<file path="config.mk">
export PLATFORM = sky130hd
export DESIGN_NAME = riscv_pmp_memgate
export DESIGN_NICKNAME = d
export VERILOG_FILES = /design/src/rtl/riscv_pmp_memgate.sv
export SDC_FILE = /design/constraint.sdc
export NUM_CORES = 1
export LEC_CHECK = 0
export BUFFER_PORTS_ARGS = -buffer_cell sky130_fd_sc_hd__buf_4
export CORE_MARGIN = 2
export CORE_UTILIZATION = 46
export CTS_CLUSTER_DIAMETER = 150
export CTS_CLUSTER_SIZE = 25
export DETAILED_ROUTE_END_ITERATION = 8
export PLACE_DENSITY = 0.7
export SKIP_LAST_GASP = 1
export SLEW_MARGIN = 30
export SYNTH_ARGS = -nofsm -noshare
export SYNTH_HDL_FRONTEND = slang
export SYNTH_SLANG_ARGS = --single-unit
</file>
<file path="constraint.sdc">
create_clock -name clk_i -period 21.4 [get_ports clk_i]
set_input_delay 0 -clock clk_i [delete_from_list [all_inputs] [get_ports clk_i]]
set_output_delay 0 -clock clk_i [all_outputs]
set_load 0.01 [all_outputs]
</file>
<file path="src/rtl/riscv_pmp_memgate.sv">
// Request buffer in front of the PMP checker: presents the oldest request for a
// one-cycle check, then issues it to the BIU or retires it as an access fault.
module riscv_pmp_memgate #(
   parameter int unsigned XLEN  = 64,
   parameter int unsigned PLEN  = 64,
   parameter int unsigned DEPTH = 2
) (
   input  logic            clk_i,
   input  logic            rst_i,
   input  logic            req_i,
   input  logic [PLEN-1:0] adr_i,
   input  logic [2:0]      size_i,
   input  logic            we_i,
   input  logic            instruction_i,
   input  logic [XLEN-1:0] d_i,
   output logic            ready_o,
   input  logic            flush_i,
   output logic            chk_req_o,
   output logic [PLEN-1:0] chk_adr_o,
   output logic [2:0]      chk_size_o,
   output logic            chk_we_o,
   output logic            chk_instruction_o,
   input  logic            chk_exception_i,
   output logic            biu_req_o,
   output logic [PLEN-1:0] biu_adr_o,
   output logic [2:0]      biu_size_o,
   output logic            biu_we_o,
   output logic [XLEN-1:0] biu_d_o,
   input  logic            biu_ack_i,
   output logic            fault_o,
   output logic [PLEN-1:0] fault_adr_o,
   output logic            fault_we_o,
   output logic            fault_instruction_o
);

   localparam int unsigned PW = $clog2(DEPTH);
   localparam int unsigned CW = PW + 1;

   typedef struct packed {
      logic [PLEN-1:0] adr;
      logic [2:0]      size;
      logic            we;
      logic            instruction;
      logic [XLEN-1:0] d;
   } entry_t;

   typedef enum logic [1:0] {ST_EMPTY, ST_CHECK, ST_ISSUE, ST_FAULT} state_t;

   state_t          state_q;
   entry_t          mem_q [DEPTH];
   entry_t          head;
   logic [PW-1:0]   rptr_q, rptr_d, wptr_q, wptr_d;
   logic [CW-1:0]   count_q, count_d;
   logic            hold_q, hold_d;
   logic            ready_q, ready_d;
   logic            verdict_q;
   logic [PLEN-1:0] fault_adr_q;
   logic            fault_we_q, fault_instr_q;
   logic            push, pop, flush_keep, flush_all, fault_c;

   assign head       = mem_q[rptr_q];
   assign push       = req_i & ready_q & ~flush_i;
   assign pop        = (state_q == ST_ISSUE & biu_ack_i) | (state_q == ST_FAULT);
   assign flush_keep = flush_i & (state_q == ST_ISSUE);
   assign flush_all  = flush_i & ~flush_keep;
   assign fault_c    = (state_q == ST_FAULT) & verdict_q & ~flush_i;

   // Pointer/occupancy update; a flush during ISSUE keeps only the outstanding head
   always_comb begin
      rptr_d  = rptr_q;
      wptr_d  = wptr_q;
      count_d = count_q;
      hold_d  = hold_q;
      if (flush_all) begin
         rptr_d  = '0;
         wptr_d  = '0;
         count_d = '0;
         hold_d  = 1'b0;
      end else if (flush_keep) begin
         wptr_d = rptr_q + PW'(1);
         if (biu_ack_i) begin
            rptr_d  = rptr_q + PW'(1);
            count_d = '0;
            hold_d  = 1'b0;
         end else begin
            count_d = CW'(1);
            hold_d  = 1'b1;
         end
      end else begin
         if (push) wptr_d = wptr_q + PW'(1);
         if (pop) begin
            rptr_d = rptr_q + PW'(1);
            hold_d = 1'b0;
         end
         count_d = count_q + CW'(push) - CW'(pop);
      end
   end

   assign ready_d = (count_d != CW'(DEPTH)) & ~hold_d;

   always_ff @(posedge clk_i) begin
      if (rst_i) begin
         state_q       <= ST_EMPTY;
         rptr_q        <= '0;
         wptr_q        <= '0;
         count_q       <= '0;
         hold_q        <= 1'b0;
         ready_q       <= 1'b0;
         verdict_q     <= 1'b0;
         fault_adr_q   <= '0;
         fault_we_q    <= 1'b0;
         fault_instr_q <= 1'b0;
         for (int unsigned i = 0; i < DEPTH; i++) mem_q[i] <= '0;
      end else begin
         rptr_q  <= rptr_d;
         wptr_q  <= wptr_d;
         count_q <= count_d;
         hold_q  <= hold_d;
         ready_q <= ready_d;
         if (push) mem_q[wptr_q] <= '{adr: adr_i, size: size_i, we: we_i,
                                      instruction: instruction_i, d: d_i};
         if (fault_c) begin
            fault_adr_q   <= head.adr;
            fault_we_q    <= head.we;
            fault_instr_q <= head.instruction;
         end
         case (state_q)
            ST_EMPTY: if (!flush_i && count_q != '0) state_q <= ST_CHECK;
            ST_CHECK: begin
               verdict_q <= chk_exception_i;
               if (flush_i)              state_q <= ST_EMPTY;
               else if (chk_exception_i) state_q <= ST_FAULT;
               else                      state_q <= ST_ISSUE;
            end
            ST_ISSUE: if (biu_ack_i) state_q <= (count_d != '0) ? ST_CHECK : ST_EMPTY;
            ST_FAULT: state_q <= (!flush_i && count_d != '0) ? ST_CHECK : ST_EMPTY;
            default:  state_q <= ST_EMPTY;
         endcase
      end
   end

   assign ready_o             = ready_q;
   assign chk_req_o           = (state_q == ST_CHECK);
   assign chk_adr_o           = head.adr;
   assign chk_size_o          = head.size;
   assign chk_we_o            = head.we;
   assign chk_instruction_o   = head.instruction;
   assign biu_req_o           = (state_q == ST_ISSUE);
   assign biu_adr_o           = head.adr;
   assign biu_size_o          = head.size;
   assign biu_we_o            = head.we;
   assign biu_d_o             = head.d;
   // Fault info is visible with the pulse and held afterwards
   assign fault_o             = fault_c;
   assign fault_adr_o         = fault_c ? head.adr : fault_adr_q;
   assign fault_we_o          = fault_c ? head.we : fault_we_q;
   assign fault_instruction_o = fault_c ? head.instruction : fault_instr_q;

endmodule

</file>
* After elaboration in Yosys (flattened, before gate mapping) *
Memory sizes are Yosys's and may differ from the RTL's. A register that Yosys moved wholly into a read port is not among the register bits.
Cells that the tools add are included.

storage, ports and cells
  bits in latches = 0
  input bits = 139
  bits in read-only memories = 0
  word-level logic and storage cells = 78
  memories kept = 1
  memory bits (writable) = 266
  output and inout bits = 271
  bits in registers = 75

memories
  memory  words  width  read ports  clocked after Yosys merged registers in  wr ports  RTL line  text
  mem_q   2      133    1           1                                        2         50        entry_t mem_q [DEPTH];

cells by class
  reductions and logical operators = 12
  bitwise operators = 12
  equality and inequality tests = 7
  add/subtract/negate cells = 4
  magnitude comparators = 0
  multiply operators = 0
  shift operators = 0
  div/mod/pow operators = 0
  multiplexer cells = 32

operators by type and width
  cell                 number
  $mux 133             1
  $reduce_or 133->1    1
  $mux 64              1
  $mux 1               24
  $mux 2               5
  $and 1x1->1          8
  $pmux 2 s4           1
  $reduce_bool 2->1    4
  $ne 2x2->1 const B   3
  $eq 2x2->1 const B   2
  $reduce_and 2->1     2
  $not 1->1            3
  $add 1x1->1 const B  2
  $add 2x1->2          1
  $eq 2x1->1 const B   1
  $logic_and 1x1->1    2
  $logic_not 2->1      1
  $ne 2x1->1 const B   1
  $reduce_or 2->1      1
  $sub 2x1->2          1
  $logic_not 1->1      1
  $or 1x1->1           1

* Logic depth before layout (Yosys ltp) *
  depth after elaboration = 10
  depth in mapped cells = 9
  gate-level depth less buffers = 8

* Worst setup path after synthesis *
No wires, ideal clock.

  path type = register -> register
  start = reg ready_q (netlist: ready_o)
  end = mem mem_q[0][0] in the netlist's numbering (enable)
  slack = 14.063 ns
  clock period less this slack = 7.337 ns
  arrival = 6.684 ns
  stages on the path, launching flop included = 3
  data required time = 20.747 ns
  buffers on the path = 0
  setup time = 0.653 ns
  cell sequence = dfxtp_1 > nand3_1 > o21bai_1

RTL lines
  item                    RTL line  text
  start, declared         55        logic ready_q, ready_d;
  start signal, assigned  119       ready_q <= ready_d;
  end, declared           50

==> results.md <==
Outcome:
- The flow ran to the end, and the final reports show no timing, DRC or antenna violations.

Synthesis:
- The share of the Yosys chip area taken by registers is 63.59%.
- The flip-flop and latch count after synthesis is 342.
- The predominant post-synthesis flop cell is sky130_fd_sc_hd__edfxtp_1.
- Summing the areas of all compound-gate instances in the mapped netlist gives less than 1% of the synthesized area.
- Counting flops with an async set or reset pin after synthesis yields a share of 0%.
- By area the synthesized netlist is led by sky130_fd_sc_hd__edfxtp_1, sky130_fd_sc_hd__mux2_2, sky130_fd_sc_hd__and2_1.
- The cell taking the most area after synthesis is sky130_fd_sc_hd__edfxtp_1.
- The post-synthesis simple-gate area fraction is 14.73%.
- After synthesis, the largest family of logic cells by area is multiplexers.
- Counting distinct cell types in the post-synthesis netlist gives 36.
- After synthesis the cells add up to 14950 um^2.
- Synthesis produced a netlist whose cell count is 1050.
- The synthesized netlist devotes 0.2092% of its cell area to XOR and XNOR gates.
- The synthesized net count is 1191.
- The multiplexer share of the synthesized area is 15.19%.
- During synthesis, Yosys emitted a total of 0 warnings.
- Summing the areas of all fa, ha and maj instances in the mapped netlist gives 0.1673% of the synthesized area.
- A synthesized cell averages 14.24 um^2.
- Summed over its instances, the top area cell type makes up 53.41% of the synthesized netlist area.
- Yosys mapped a number of flops with a built-in enable equal to 266.

Placed design:
- The worst setup timing slack at the placement stage is 18.61 ns.
- The HPWL after detailed placement is between 20 and 25 mm.
- During placement, the flow inserted port buffers numbering 409.
- In this run, placement finished with an instance count of 1783.
- Routability-driven placement finished with a final weighted congestion of 0.7599.

STA:
- The hold violation count in the final report was 0.
- The minimum period implied by the final worst setup slack is between 2 and 3 ns.
- At the pin with the least slew margin, the transition time is around 0.96 ns.
- The clock arrives with roughly 0.025 ns of skew.
- Setup violations remaining at the end of the flow were counted as 0.
- The achievable frequency is 361.0 MHz.
- The final max-slew violation count is 0.
- In the final timing run, aggregate negative setup slack is 0 ns.
- The final critical-path setup slack is between 15 and 20 ns.
- After layout, the worst path uses about an eighth of the clock period.
- The worst pin sits at a relative slew slack of 35.95%.
- Setup repair after global routing left no endpoint under its margin.

Routing:
- The wire length after detailed routing is 33.98 mm.
- The detailed router finished its first iteration with 456 violations.
- For this block, the via count after detailed routing is around 9300.
- Once detail routing completed, the nets flagged for antenna violations numbered 0.
- After detailed routing, the average wire length per cell comes to 17.38 um.
- Dividing the detail-routed via count by the number of cells gives 4.767.
- The count of TritonRoute iterations in the first routing pass is 5.
- For this run, design rule violations remaining after detail routing come to 0.

Die:
- Measured along the y axis, the die boundary spans around 180 um.
- Pin placement for this block handled 410 I/O pins.
- The initial standard-cell utilization of the core is a little under half.
- The standard cell core area is 32290 um^2.
- The die is 184.3 um wide.
- The initialized floorplan defines 66 standard-cell rows.
- The overall die area is about 34000 um^2.

Setup path:
- The nature of the critical path startpoint is a flip-flop.
- Traced cell by cell, the critical path runs through buf_4, mux2_2, mux2_1, buf_4.
- The nature of the critical path endpoint is an output pin.
- The maximum fanout along the worst path is 56.
- Data on the critical path arrives at its endpoint at approximately 2.8 ns.
- Counting stages on the worst path, the most repeated cell is sky130_fd_sc_hd__buf_4.
- The slowest stage of the critical path belongs to the cell sky130_fd_sc_hd__buf_4.
- The worst setup path category is flip-flop to output pin.
- The largest single stage delay on the critical path is 0.67 ns.
- The data required time of the critical path is 21.40 ns.

Clock tree:
- The clock buffer count from CTS is 17.
- The clock insertion delay at the later pin of the skew report is between 0.5 and 0.6 ns.
- The setup fix buffers added after clock tree synthesis is 0.
- The clock tree from TritonCTS is done.
- The clock net in this run drives a total of 342 sinks.
- CTS built an H-tree with a depth of 1.
- Clock-pin slew was measured on the worst setup and hold paths at 0.11 ns.
- The clock tree root buffer cell is sky130_fd_sc_hd__clkbuf_16.
- The clock tree buffer depth is 3.

Power:
- The total leakage power is 0.008366 uW.
- The worst-case IR drop observed on VDD is 0.00005327 V.
- The power per unit of standard cell area is ~62 nW/um^2.

Cells and area:
- The finished layout holds a little under 2000 standard cells, fillers aside.
- The total area of sequential cells is 9513 um^2.
- The multi-input logic area is 4687 um^2.
- The count of fill cells added during filler insertion is around 2500.
- The share of cells above drive strength 1 is 41.02%.
- After the last flow step, the layout net total stands at 1640.
- The area growth from synthesis to final layout is 32.92%.

Global route:
- The maximum number of pins on one net before global-route repair is ~100.
- Global routing consumed, on the met2 layer, 35.10% of the routing resources.
- The routing usage on met3 is 3.043%.
- The number of global-route vias before repair was 9335.
- The met1 global-route usage is 23.10%.
- met2 is the most crowded layer.
- The initial antenna violation count is 4.
- The total global routing overflow is 0.
- The first global-routing pass estimated 50.87 mm of wire.
- The all-layer global routing usage is 19.17%.

Run:
- The tool flagged a number of max-cap violations equal to 0.

Hold path:
- The min-delay analysis places its worst path in the category input port to flip-flop.
sequential cells by signal (all words and copies together), names as in the netlist, named ones only:
| register | flops |
|---|---|
| state_q | 2 |
| mem_q | 266 |
| verdict_q | 1 |
| hold_q | 1 |
| rptr_q | 1 |
| ready_o | 1 |
| wptr_q | 1 |
| count_q | 2 |
| fault_we_q | 1 |
| fault_adr_q | 64 |
| fault_instr_q | 1 |
through the flow:
stage          instance area [um^2]  util [%]  power (uW)  hold WS [ns]
6_report                      19880     61.56        1241        0.1386
3_3_place_gp                  17910     55.48       876.0        0.2615
4_1_cts                       19810     61.35        1253        0.1998
5_1_grt                       19880     61.56        1285        0.1529
3_5_place_dp                  17960     55.63       878.8        0.2878
2_1_floorplan                 14950         -       820.5        0.1468
what timing repair did:
action                     CTS  global route
hold buffers               137             0
setup endpoints to repair    0             0
hold endpoints to repair   276             0
resized for setup            0             0
routing by layer:
layer	vias to the layer above	part of all wire, %
li1	4462	-
met1	4558	40
met2	253	53
met3	47	4.8
met4	0	2.7
met5	-	0
kinds of logic (layout without fill, tap and decap cells):
group,after synthesis,in the layout
other,0,4
buffers and inverters,134,593
flip-flops,342,342
adder cells (fa/ha/maj),2,2
AND/OR/NAND/NOR,352,352
XOR/XNOR,2,2
multiplexers,202,202
AO/OA/AOI/OAI,16,16
Yosys cell counts, types with 2 or more instances:
| library cell | n |
|---|---|
| sky130_fd_sc_hd__ha_1 | 2 |
| sky130_fd_sc_hd__a21oi_1 | 3 |
| sky130_fd_sc_hd__clkbuf_1 | 35 |
| sky130_fd_sc_hd__a211oi_1 | 3 |
| sky130_fd_sc_hd__nor3_1 | 2 |
| sky130_fd_sc_hd__buf_4 | 72 |
| sky130_fd_sc_hd__buf_2 | 20 |
| sky130_fd_sc_hd__and2_1 | 266 |
| sky130_fd_sc_hd__mux2_2 | 172 |
| sky130_fd_sc_hd__edfxtp_1 | 266 |
| sky130_fd_sc_hd__nor2b_1 | 67 |
| sky130_fd_sc_hd__mux2_1 | 27 |
| sky130_fd_sc_hd__inv_1 | 4 |
| sky130_fd_sc_hd__o21ai_0 | 2 |
| sky130_fd_sc_hd__o21bai_1 | 2 |
| sky130_fd_sc_hd__dfxtp_1 | 76 |
| sky130_fd_sc_hd__mux2i_1 | 3 |
| sky130_fd_sc_hd__clkbuf_2 | 3 |
| sky130_fd_sc_hd__nor2_1 | 6 |
| sky130_fd_sc_hd__nand2b_1 | 3 |
layout by cell type (no fill, tap or decap), drive strengths merged, types with 2 or more instances in the layout:
cell type,n
buf,423
and2,266
edfxtp,266
mux2,199
dlygate4sd3,137
dfxtp,76
nor2b,67
clkbuf,28
nor2,6
inv,5
diode,4
nand2b,3
a211oi,3
a21oi,3
mux2i,3
o21ai,2
nor3,2
ha,2
o21bai,2
cell type report:
class	instances	share of cell area, %
inverter	4	0.07554
antenna	4	0.05036
timing repair buffer	560	23.26
sequential	342	47.86
multi-input combinational	574	23.58
tap	442	2.782
clock inverter	1	0.04406
clock buffer	28	2.348
critical path: cells and delay by family (launching register included):
family	cells	cell delay (ns)
buffers and inverters	2	0.82
DFF	1	0.58
muxes	2	0.78
worst paths after layout:
check	from	to	slack, ns	depth (start not counted)
worst min register to register	verdict_q$_SDFFE_PP0P_	verdict_q$_SDFFE_PP0P_	0.53	2
worst min-delay path	rst_i	mem_q[1][103]$_SDFFCE_PN0P_	0.14	2
worst max-delay path	flip-flop	fault_adr_o[57]	18.63	4
worst max register to register	ready_o$_SDFF_PP0_	mem_q[0][46]$_SDFFCE_PN0P_	18.77	3
power by group:
| part | total (uW) | internal, uW | switching, uW | leakage, uW |
|---|---|---|---|---|
| sequential | 745 | 739 | 6.03 | 0.00338 |
| combinational | 140 | 76.1 | 63.8 | 0.00476 |
| clock | 356 | 152 | 204 | 0.000227 |
| total | 1240 | 967 | 274 | 0.00837 |
No activity file was read; power rests on OpenSTA's default activity.
